**config.mk**
```make
export PLATFORM = sky130hd
export DESIGN_NAME = accel_host_sequencer
export DESIGN_NICKNAME = d
export VERILOG_FILES = /design/src/rtl/accel_host_sequencer.sv
export SDC_FILE = /design/constraint.sdc
export NUM_CORES = 1
export LEC_CHECK = 0
export CAP_MARGIN = 20
export CELL_PAD_IN_SITES_DETAIL_PLACEMENT = 0
export CELL_PAD_IN_SITES_GLOBAL_PLACEMENT = 1
export CORE_MARGIN = 5
export CORE_UTILIZATION = 28
export CTS_CLUSTER_DIAMETER = 120
export DETAILED_ROUTE_END_ITERATION = 10
export PLACE_DENSITY = 0.74
export SKIP_LAST_GASP = 1
export SYNTH_ARGS = -nofsm -noshare
export SYNTH_HDL_FRONTEND = slang
export SYNTH_SLANG_ARGS = --single-unit
```
**constraint.sdc**
```tcl
create_clock -name clk -period 1.75 [get_ports clk]
set_input_delay 0.35 -clock clk [delete_from_list [all_inputs] [get_ports clk]]
set_output_delay 0.35 -clock clk [all_outputs]
set_load 0.05 [all_outputs]
```
**src/rtl/accel_host_sequencer.sv**
```systemverilog
// Initiator side of the accelerator start/ready handshake: takes one operand per job,
// sequences accel_start, waits for the result and offers it downstream; hangs raise a sticky err.
module accel_host_sequencer #(
  parameter int unsigned XW           = 16,
  parameter int unsigned RW           = 16,
  parameter int unsigned START_CYCLES = 1,
  parameter int unsigned ACK_LIMIT    = 4,
  parameter int unsigned TIMEOUT      = 255
) (
  input  logic          clk,
  input  logic          rst,
  input  logic          in_valid,
  output logic          in_ready,
  input  logic [XW-1:0] in_data,
  output logic          accel_start,
  output logic [XW-1:0] accel_x,
  input  logic          accel_ready,
  input  logic [RW-1:0] accel_result,
  output logic          out_valid,
  input  logic          out_ready,
  output logic [RW-1:0] out_data,
  output logic          err
);

  localparam int unsigned SCW = $clog2(START_CYCLES + 1);
  localparam int unsigned ACW = $clog2(ACK_LIMIT + 1);
  localparam int unsigned BCW = $clog2(TIMEOUT + 1);

  typedef enum logic [2:0] {
    S_IDLE    = 3'd0,
    S_WAITRDY = 3'd1,
    S_START   = 3'd2,
    S_ACK     = 3'd3,
    S_BUSY    = 3'd4,
    S_OUT     = 3'd5
  } state_e;

  state_e         state_q, state_d;
  logic [SCW-1:0] start_cnt_q, start_cnt_d;
  logic [ACW-1:0] ack_cnt_q, ack_cnt_d;
  logic [BCW-1:0] busy_cnt_q, busy_cnt_d;
  logic           accel_start_q, accel_start_d;
  logic [XW-1:0]  accel_x_q, accel_x_d;
  logic           out_valid_q, out_valid_d;
  logic [RW-1:0]  out_data_q, out_data_d;
  logic           err_q, err_d;

  // Next-state, counters and registered outputs
  always_comb begin
    state_d     = state_q;
    start_cnt_d = start_cnt_q;
    ack_cnt_d   = ack_cnt_q;
    busy_cnt_d  = busy_cnt_q;
    accel_x_d   = accel_x_q;
    out_valid_d = out_valid_q;
    out_data_d  = out_data_q;
    err_d       = err_q;

    case (state_q)
      S_IDLE: begin
        if (in_valid) begin
          accel_x_d = in_data;
          state_d   = accel_ready ? S_START : S_WAITRDY;
        end
      end
      S_WAITRDY: begin
        if (accel_ready) state_d = S_START;
      end
      S_START: begin
        if (start_cnt_q == SCW'(START_CYCLES - 1)) state_d = S_ACK;
        else start_cnt_d = start_cnt_q + SCW'(1);
      end
      S_ACK: begin
        // Ready may already be low on entry: the controller drops it right after sampling start
        if (!accel_ready) begin
          state_d = S_BUSY;
        end else if (ack_cnt_q == ACW'(ACK_LIMIT - 1)) begin
          err_d   = 1'b1;
          state_d = S_IDLE;
        end else begin
          ack_cnt_d = ack_cnt_q + ACW'(1);
        end
      end
      S_BUSY: begin
        if (accel_ready) begin
          out_data_d  = accel_result;
          out_valid_d = 1'b1;
          state_d     = S_OUT;
        end else if (busy_cnt_q == BCW'(TIMEOUT - 1)) begin
          err_d   = 1'b1;
          state_d = S_IDLE;
        end else begin
          busy_cnt_d = busy_cnt_q + BCW'(1);
        end
      end
      S_OUT: begin
        if (out_ready) begin
          out_valid_d = 1'b0;
          state_d     = S_IDLE;
        end
      end
      default: state_d = S_IDLE;
    endcase

    if (state_d != state_q) begin
      start_cnt_d = '0;
      ack_cnt_d   = '0;
      busy_cnt_d  = '0;
    end

    accel_start_d = (state_d == S_START);
  end

  always_ff @(posedge clk) begin
    if (rst) begin
      state_q       <= S_IDLE;
      start_cnt_q   <= '0;
      ack_cnt_q     <= '0;
      busy_cnt_q    <= '0;
      accel_start_q <= 1'b0;
      accel_x_q     <= '0;
      out_valid_q   <= 1'b0;
      out_data_q    <= '0;
      err_q         <= 1'b0;
    end else begin
      state_q       <= state_d;
      start_cnt_q   <= start_cnt_d;
      ack_cnt_q     <= ack_cnt_d;
      busy_cnt_q    <= busy_cnt_d;
      accel_start_q <= accel_start_d;
      accel_x_q     <= accel_x_d;
      out_valid_q   <= out_valid_d;
      out_data_q    <= out_data_d;
      err_q         <= err_d;
    end
  end

  assign in_ready    = (state_q == S_IDLE);
  assign accel_start = accel_start_q;
  assign accel_x     = accel_x_q;
  assign out_valid   = out_valid_q;
  assign out_data    = out_data_q;
  assign err         = err_q;

endmodule
```
Word level (Yosys, flattened, before mapping) --
Index checks and enable logic that the tools add are counted.
Cells by class: add/subtract/negate cells 3, eq/ne operators 15, muxes and demuxes 19, bitwise gates (word level) 3, reduce and logical (&&, ||, !) cells 10
Operators with widths (count):
- $mux W3 | 8
- $pmux W3 S6 | 1
- $eq A3 B2 Y1 const B | 4
- $ne A2 B2 Y1 const B | 6
- $reduce_and A3 Y1 | 3
- $add A8 B1 Y8 const B | 1
- $eq A8 B8 Y1 const B | 1
- $mux W1 | 7
- $eq A3 B3 Y1 const B | 2
- $reduce_and A5 Y1 | 1
- $pmux W1 S2 | 2
- $reduce_and A2 Y1 | 2
- $reduce_bool A2 Y1 | 2
- $add A3 B1 Y3 const B | 1
- $eq A3 B1 Y1 const B | 1
- $logic_not A3 Y1 | 1
- $ne A3 B3 Y1 | 1
- $not A1 Y1 | 3
- $mux W2 | 1
- $reduce_or A2 Y1 | 1
- $add A1 B1 Y1 const B | 1
Storage, ports and cells: register bits 50, input bits 37, output and inout port bits 36, logic and storage cells 59

Logic depth before layout (Yosys ltp) --
depth in word-level cells 6, mapped depth 8, mapped depth without buffers 7

Least setup slack after synthesis --
No wires, ideal clock.
path kind register -> register, start point register state_q[2], end point register accel_x_q[10], in the netlist accel_x[10], setup time 0.132 ns, arrival time 2.248 ns, data required time 1.618 ns, slack -0.630 ns, cell stages (with the launch flop) 6, buffers on the path 1, clock period less this slack 2.380 ns, path through dfxtp_1 > nor3_1 > nand2_1 > clkbuf_1 > nand2_1 > a21oi_1
Between the ends: longest elaborated chain between the ends 2
Ends and longest elaborated chain:
- start: declaration | line 38 | state_e state_q, state_d;
- start signal: assignment | line 126 | state_q <= state_d;
- $logic_not A3 Y1
- net in_ready | line 13 | output logic in_ready,
- $reduce_and A2 Y1 (no line)
- end signal: assignment | line 131 | accel_x_q <= accel_x_d;
- end: declaration | line 43 | logic [XW-1:0] accel_x_q, accel_x_d;
The timed path passes the listed nets, and every way through them passes these cells. A chain may end at the register's enable or synchronous reset.

Final worst setup path --
start point register ack_cnt_q[0], end point register busy_cnt_q[1]
Between the ends: longest elaborated chain between the ends 6
Ends and longest elaborated chain:
- start: declaration | line 40 | logic [ACW-1:0] ack_cnt_q, ack_cnt_d;
- start signal: assignment | line 128 | ack_cnt_q <= ack_cnt_d;
- $eq A3 B2 Y1 | line 77 | end else if (ack_cnt_q == ACW'(ACK_LIMIT - 1)) begin
- $mux W3 | line 77
- $mux W3 | line 75 | if (!accel_ready) begin
- $pmux W3 S6 | line 59 | case (state_q)
- $ne A3 B3 Y1 | line 105 | if (state_d != state_q) begin
- $reduce_or A2 Y1 (no line)
- end signal: assignment | line 129 | busy_cnt_q <= busy_cnt_d;
- end: declaration | line 41 | logic [BCW-1:0] busy_cnt_q, busy_cnt_d;
No other way between the ends.

==> results.md <==
STA:
- The final-layout setup total negative slack is 0 ns.
- The final critical path takes up approximately 100% of the cycle.
- At the pin with the least slew margin, the transition time is 0.404 ns.
- The max-slew headroom at the worst pin is 73.0%.
- The final max-slew violation count is 0.
- Setup violations remaining at the end of the flow were counted as 0.
- For the final database, setup skew stands at around 0.0095 ns.
- The final hold slack is 0.456 ns.
- Setup repair after global routing could not meet its margin everywhere.
- For the finished layout, the period the worst path requires is 1.74 ns.
- The worst setup margin is 0.00597 ns.
- The highest attainable clock frequency is around 570 MHz.
- The final number of hold-violating endpoints is 0.

Cells and area:
- Summing all multi-input logic gate instances after layout gives 1070 µm².
- The area added between synthesis and finish is 56.1%.
- The most common cell after layout, fill and taps aside is sky130_fd_sc_hd__nand2_1.
- The post-route netlist has between 20% and 30% of its cells at a drive strength greater than 1.
- The area used by sequential logic in the layout is 983 µm².
- The final-layout fill cell count is 744.
- The post-route standard cell area excluding fillers is 3190 µm².
- The number of non-filler instances in the completed layout is 447.
- The library cells used most frequently in the layout, excluding fill and tap cells, are sky130_fd_sc_hd__nand2_1 (75), sky130_fd_sc_hd__buf_4 (57), sky130_fd_sc_hd__dfxtp_1 (47).
- The number of antenna diodes in the final layout is 0.
- In the final design database the tool counted about 390 nets.

Yosys:
- The fraction of registers with async set/reset is 0%.
- The synthesized net count is 296.
- The cell taking the most area after synthesis is sky130_fd_sc_hd__dfxtp_1.
- The most common flop cell mapped by yosys is sky130_fd_sc_hd__dfxtp_1.
- In this run, synthesis inferred 0 flip-flops with an integrated enable.
- The combined area of all synthesized cells is roughly 2000 µm².
- The synthesized netlist cell count is ~260.
- The distinct cell type count after synthesis is 40.
- Yosys printed 0 warnings.
- Counting flops and latches in the post-synthesis netlist gives 49.
- The register area share after synthesis is between 40% and 50%.
- After synthesis, the cell types taking the most area are sky130_fd_sc_hd__dfxtp_1 (48%), sky130_fd_sc_hd__nand2_1 (14%), sky130_fd_sc_hd__a21oi_1 (8.6%), sky130_fd_sc_hd__nor2_1 (3.7%), sky130_fd_sc_hd__ha_1 (2.4%).
- The share of synthesized area in the top cell type comes to 48.0%.
- The post-synthesis area per instance is 8.02 µm².

Floorplan:
- The die width is 95.5 µm.
- The die extent in y is around 95 µm.
- The number of top-level pins is 73.
- After floorplanning, the core was sized to cover 7180 µm².
- The die covers 9120 µm².
- The floorplan row count is 31.
- The initial core utilization is around 29%.

Global routing:
- Global routing used 12.5% of the available tracks.
- Summed over all layers, the global routing overflow is 0.
- The global-route wire length before repair is 9.14 mm.
- The initial antenna violation count is 0.
- The pin count of the biggest net entering global routing is 33.
- The routing usage on met2 is 21.6%.
- The met3 capacity usage during global routing is 3.79%.
- In this run the most used layer during global routing was met2.
- The global-route track usage on met1 is 15.1%.
- The via count of the first global-routing pass is roughly 2000.

Critical path:
- The cell family contributing the most delay on the critical path is flip-flops.
- By instance count, the cell type seen most on the critical path is sky130_fd_sc_hd__ha_4.
- Together, buffers and inverters on the worst path number 1.
- The timing startpoint of the critical path is ack_cnt_q[0].
- The signal on the critical path passes through ha_4 -> ha_4 -> nand2b_4 -> mux2_4 -> o221ai_2 -> nand4_1 -> buf_6 -> a211oi_2.
- Data arrives at the worst endpoint at 1.96 ns.
- STA classifies the critical path startpoint as a flip-flop.
- The endpoint required time on the critical path is roughly 2.0 ns.
- The maximum single-stage delay on the critical path is 0.34 ns.
- Along the worst path, the maximum fanout reaches 6.
- The capturing element type of the critical path is a flip-flop.
- The largest individual stage delay along the critical path comes from the cell sky130_fd_sc_hd__dfxtp_2.
- The critical path is of the flip-flop to flip-flop type.
- The beginning of the worst register-to-register path is ack_cnt_q[0].

CTS:
- The later pin in the worst-skew pair is clocked with a latency of about 0.30 ns.
- The clock passes through at most 2 buffers.
- Clock tree synthesis selected as its root buffer the cell sky130_fd_sc_hd__clkbuf_8.
- Hold repair after CTS inserted 0 buffers.
- The number of buffers created by CTS is 5.
- TritonCTS built the clock tree.
- After clock tree synthesis, the clock-pin slew on the worst setup and hold paths is about 0.09 ns.
- CTS saw 49 sinks.
- The H-tree generated during clock tree synthesis spans 2 levels.

Drt:
- The total DRC errors in the routed layout is 0.
- The total wire length after detailed routing is 5.61 mm.
- The initial detailed-routing violation count is 48.
- Summing over every cut layer, the via total after detailed routing is approximately 2000.
- The pre-antenna-repair detailed-routing pass consisted of 4 iterations.
- The routed wirelength normalized by instance count is approximately 13 µm.
- Once detail routing completed, the nets flagged for antenna violations numbered 0.
- The vias per cell is 4.54.

Pwr:
- The largest vdd supply drop is 0.432 mV.
- The leakage power is 1.24 nW.
- In this run the power density over the cells is just over 800 nW/µm².

Placement:
- Buffers placed on the I/O ports in this run total 72.
- The worst slack at placement is -0.334 ns.
- The HPWL after detailed placement is 4.15 mm.
- Once placement finished, the instance area stood at roughly 3000 µm².
- The placer's final routability congestion estimate is 0.822.
- The placed cell count is 438.

Run status:
- The flow ran to the end, and the final reports show no timing, DRC or antenna violations.

Job:
- The number of max-cap violations is 0.

Min path:
- The hold path startpoint is accel_x[1].
- The tightest min-delay check is of the flip-flop to flip-flop type.
==> sequential cells by signal, summed over array words and instances (netlist names) <==
| signal | count |
|---|---|
| out_data | 16 |
| accel_x | 16 |
| ack_cnt_q | 3 |
| state_q | 3 |
| busy_cnt_q | 8 |
| err | 1 |
| out_valid | 1 |
| accel_start | 1 |
==> through the flow <==
step	power [W]	utilization (%)
5_1_grt	0.00270	44.5
2_1_floorplan	0.00151	-
4_1_cts	0.00263	44.2
3_5_place_dp	0.00175	41.8
6_report	0.00258	44.5
3_3_place_gp	0.00175	41.8
==> worst min-delay path, stage by stage, from the launching register on <==
cell and delay [ns]:
sky130_fd_sc_hd__dfxtp_1 0.31, sky130_fd_sc_hd__nand2_1 0.05, sky130_fd_sc_hd__a21oi_1 0.05
==> synth_stat cells (2+ instances only) <==
cell type	number
sky130_fd_sc_hd__nand3_1	2
sky130_fd_sc_hd__o21ai_0	2
sky130_fd_sc_hd__ha_1	4
sky130_fd_sc_hd__dfxtp_1	49
sky130_fd_sc_hd__xor2_1	3
sky130_fd_sc_hd__buf_2	7
sky130_fd_sc_hd__a21oi_1	35
sky130_fd_sc_hd__and2_1	3
sky130_fd_sc_hd__o21a_1	2
sky130_fd_sc_hd__a21o_1	2
sky130_fd_sc_hd__clkbuf_1	5
sky130_fd_sc_hd__inv_1	4
sky130_fd_sc_hd__nand2b_1	6
sky130_fd_sc_hd__nand4_1	3
sky130_fd_sc_hd__xnor2_1	3
sky130_fd_sc_hd__a211oi_1	2
sky130_fd_sc_hd__nor2_1	20
sky130_fd_sc_hd__nor3_1	4
sky130_fd_sc_hd__a211oi_2	2
sky130_fd_sc_hd__mux2i_1	2
sky130_fd_sc_hd__nand2_1	76
==> what timing repair did <==
| action | in CTS | in global routing |
|---|---|---|
| buffers inserted | 0 | 0 |
| setup endpoints to repair | 11 | 28 |
| pin swaps | 2 | 1 |
| gates resized for setup | 9 | 4 |
| cloned | 1 | 0 |
==> area by class of cell <==
type,count,area share [%]
inverter,4,0.470
clock buffer,6,2.59
clock inverter,2,1.18
sequential,49,30.8
tap,99,3.88
timing repair buffer,99,27.7
multi-input combinational,188,33.4
==> path summary, 6_finish.rpt <==
kind                        end  slack, ns  cells after the start
setup / recovery  busy_cnt_q[1]      0.006                      8
hold / removal       accel_x[1]       0.46                      2
setup reg to reg  busy_cnt_q[1]      0.006                      8
hold reg to reg      accel_x[1]       0.46                      2
==> cells by family (layout without fill, tap and decap cells) <==
| kind of cell | after synthesis | in the layout | synth area share, % |
|---|---|---|---|
| buf+inv | 18 | 111 | 3.98 |
| mux | 3 | 3 | 1.53 |
| compound gates | 53 | 53 | 15.5 |
| simple gates | 122 | 122 | 26.1 |
| fa+ha+maj | 4 | 4 | 2.45 |
| xor+xnor | 6 | 6 | 2.57 |
| flops | 49 | 49 | 48.0 |
==> metal layers <==
layer	vias up	wire [µm]
met4	0	33
met3	5	523
met1	923	2450
li1	1035	-
met2	67	2600
met5	-	0
==> power by group <==
part / switching [W] / internal, W
combinational: 0.000315 / 0.000241
sequential: 0.0000297 / 0.00116
clock: 0.000374 / 0.000465
total: 0.000719 / 0.00186
Note: power is estimated with default switching activity, not from simulation.
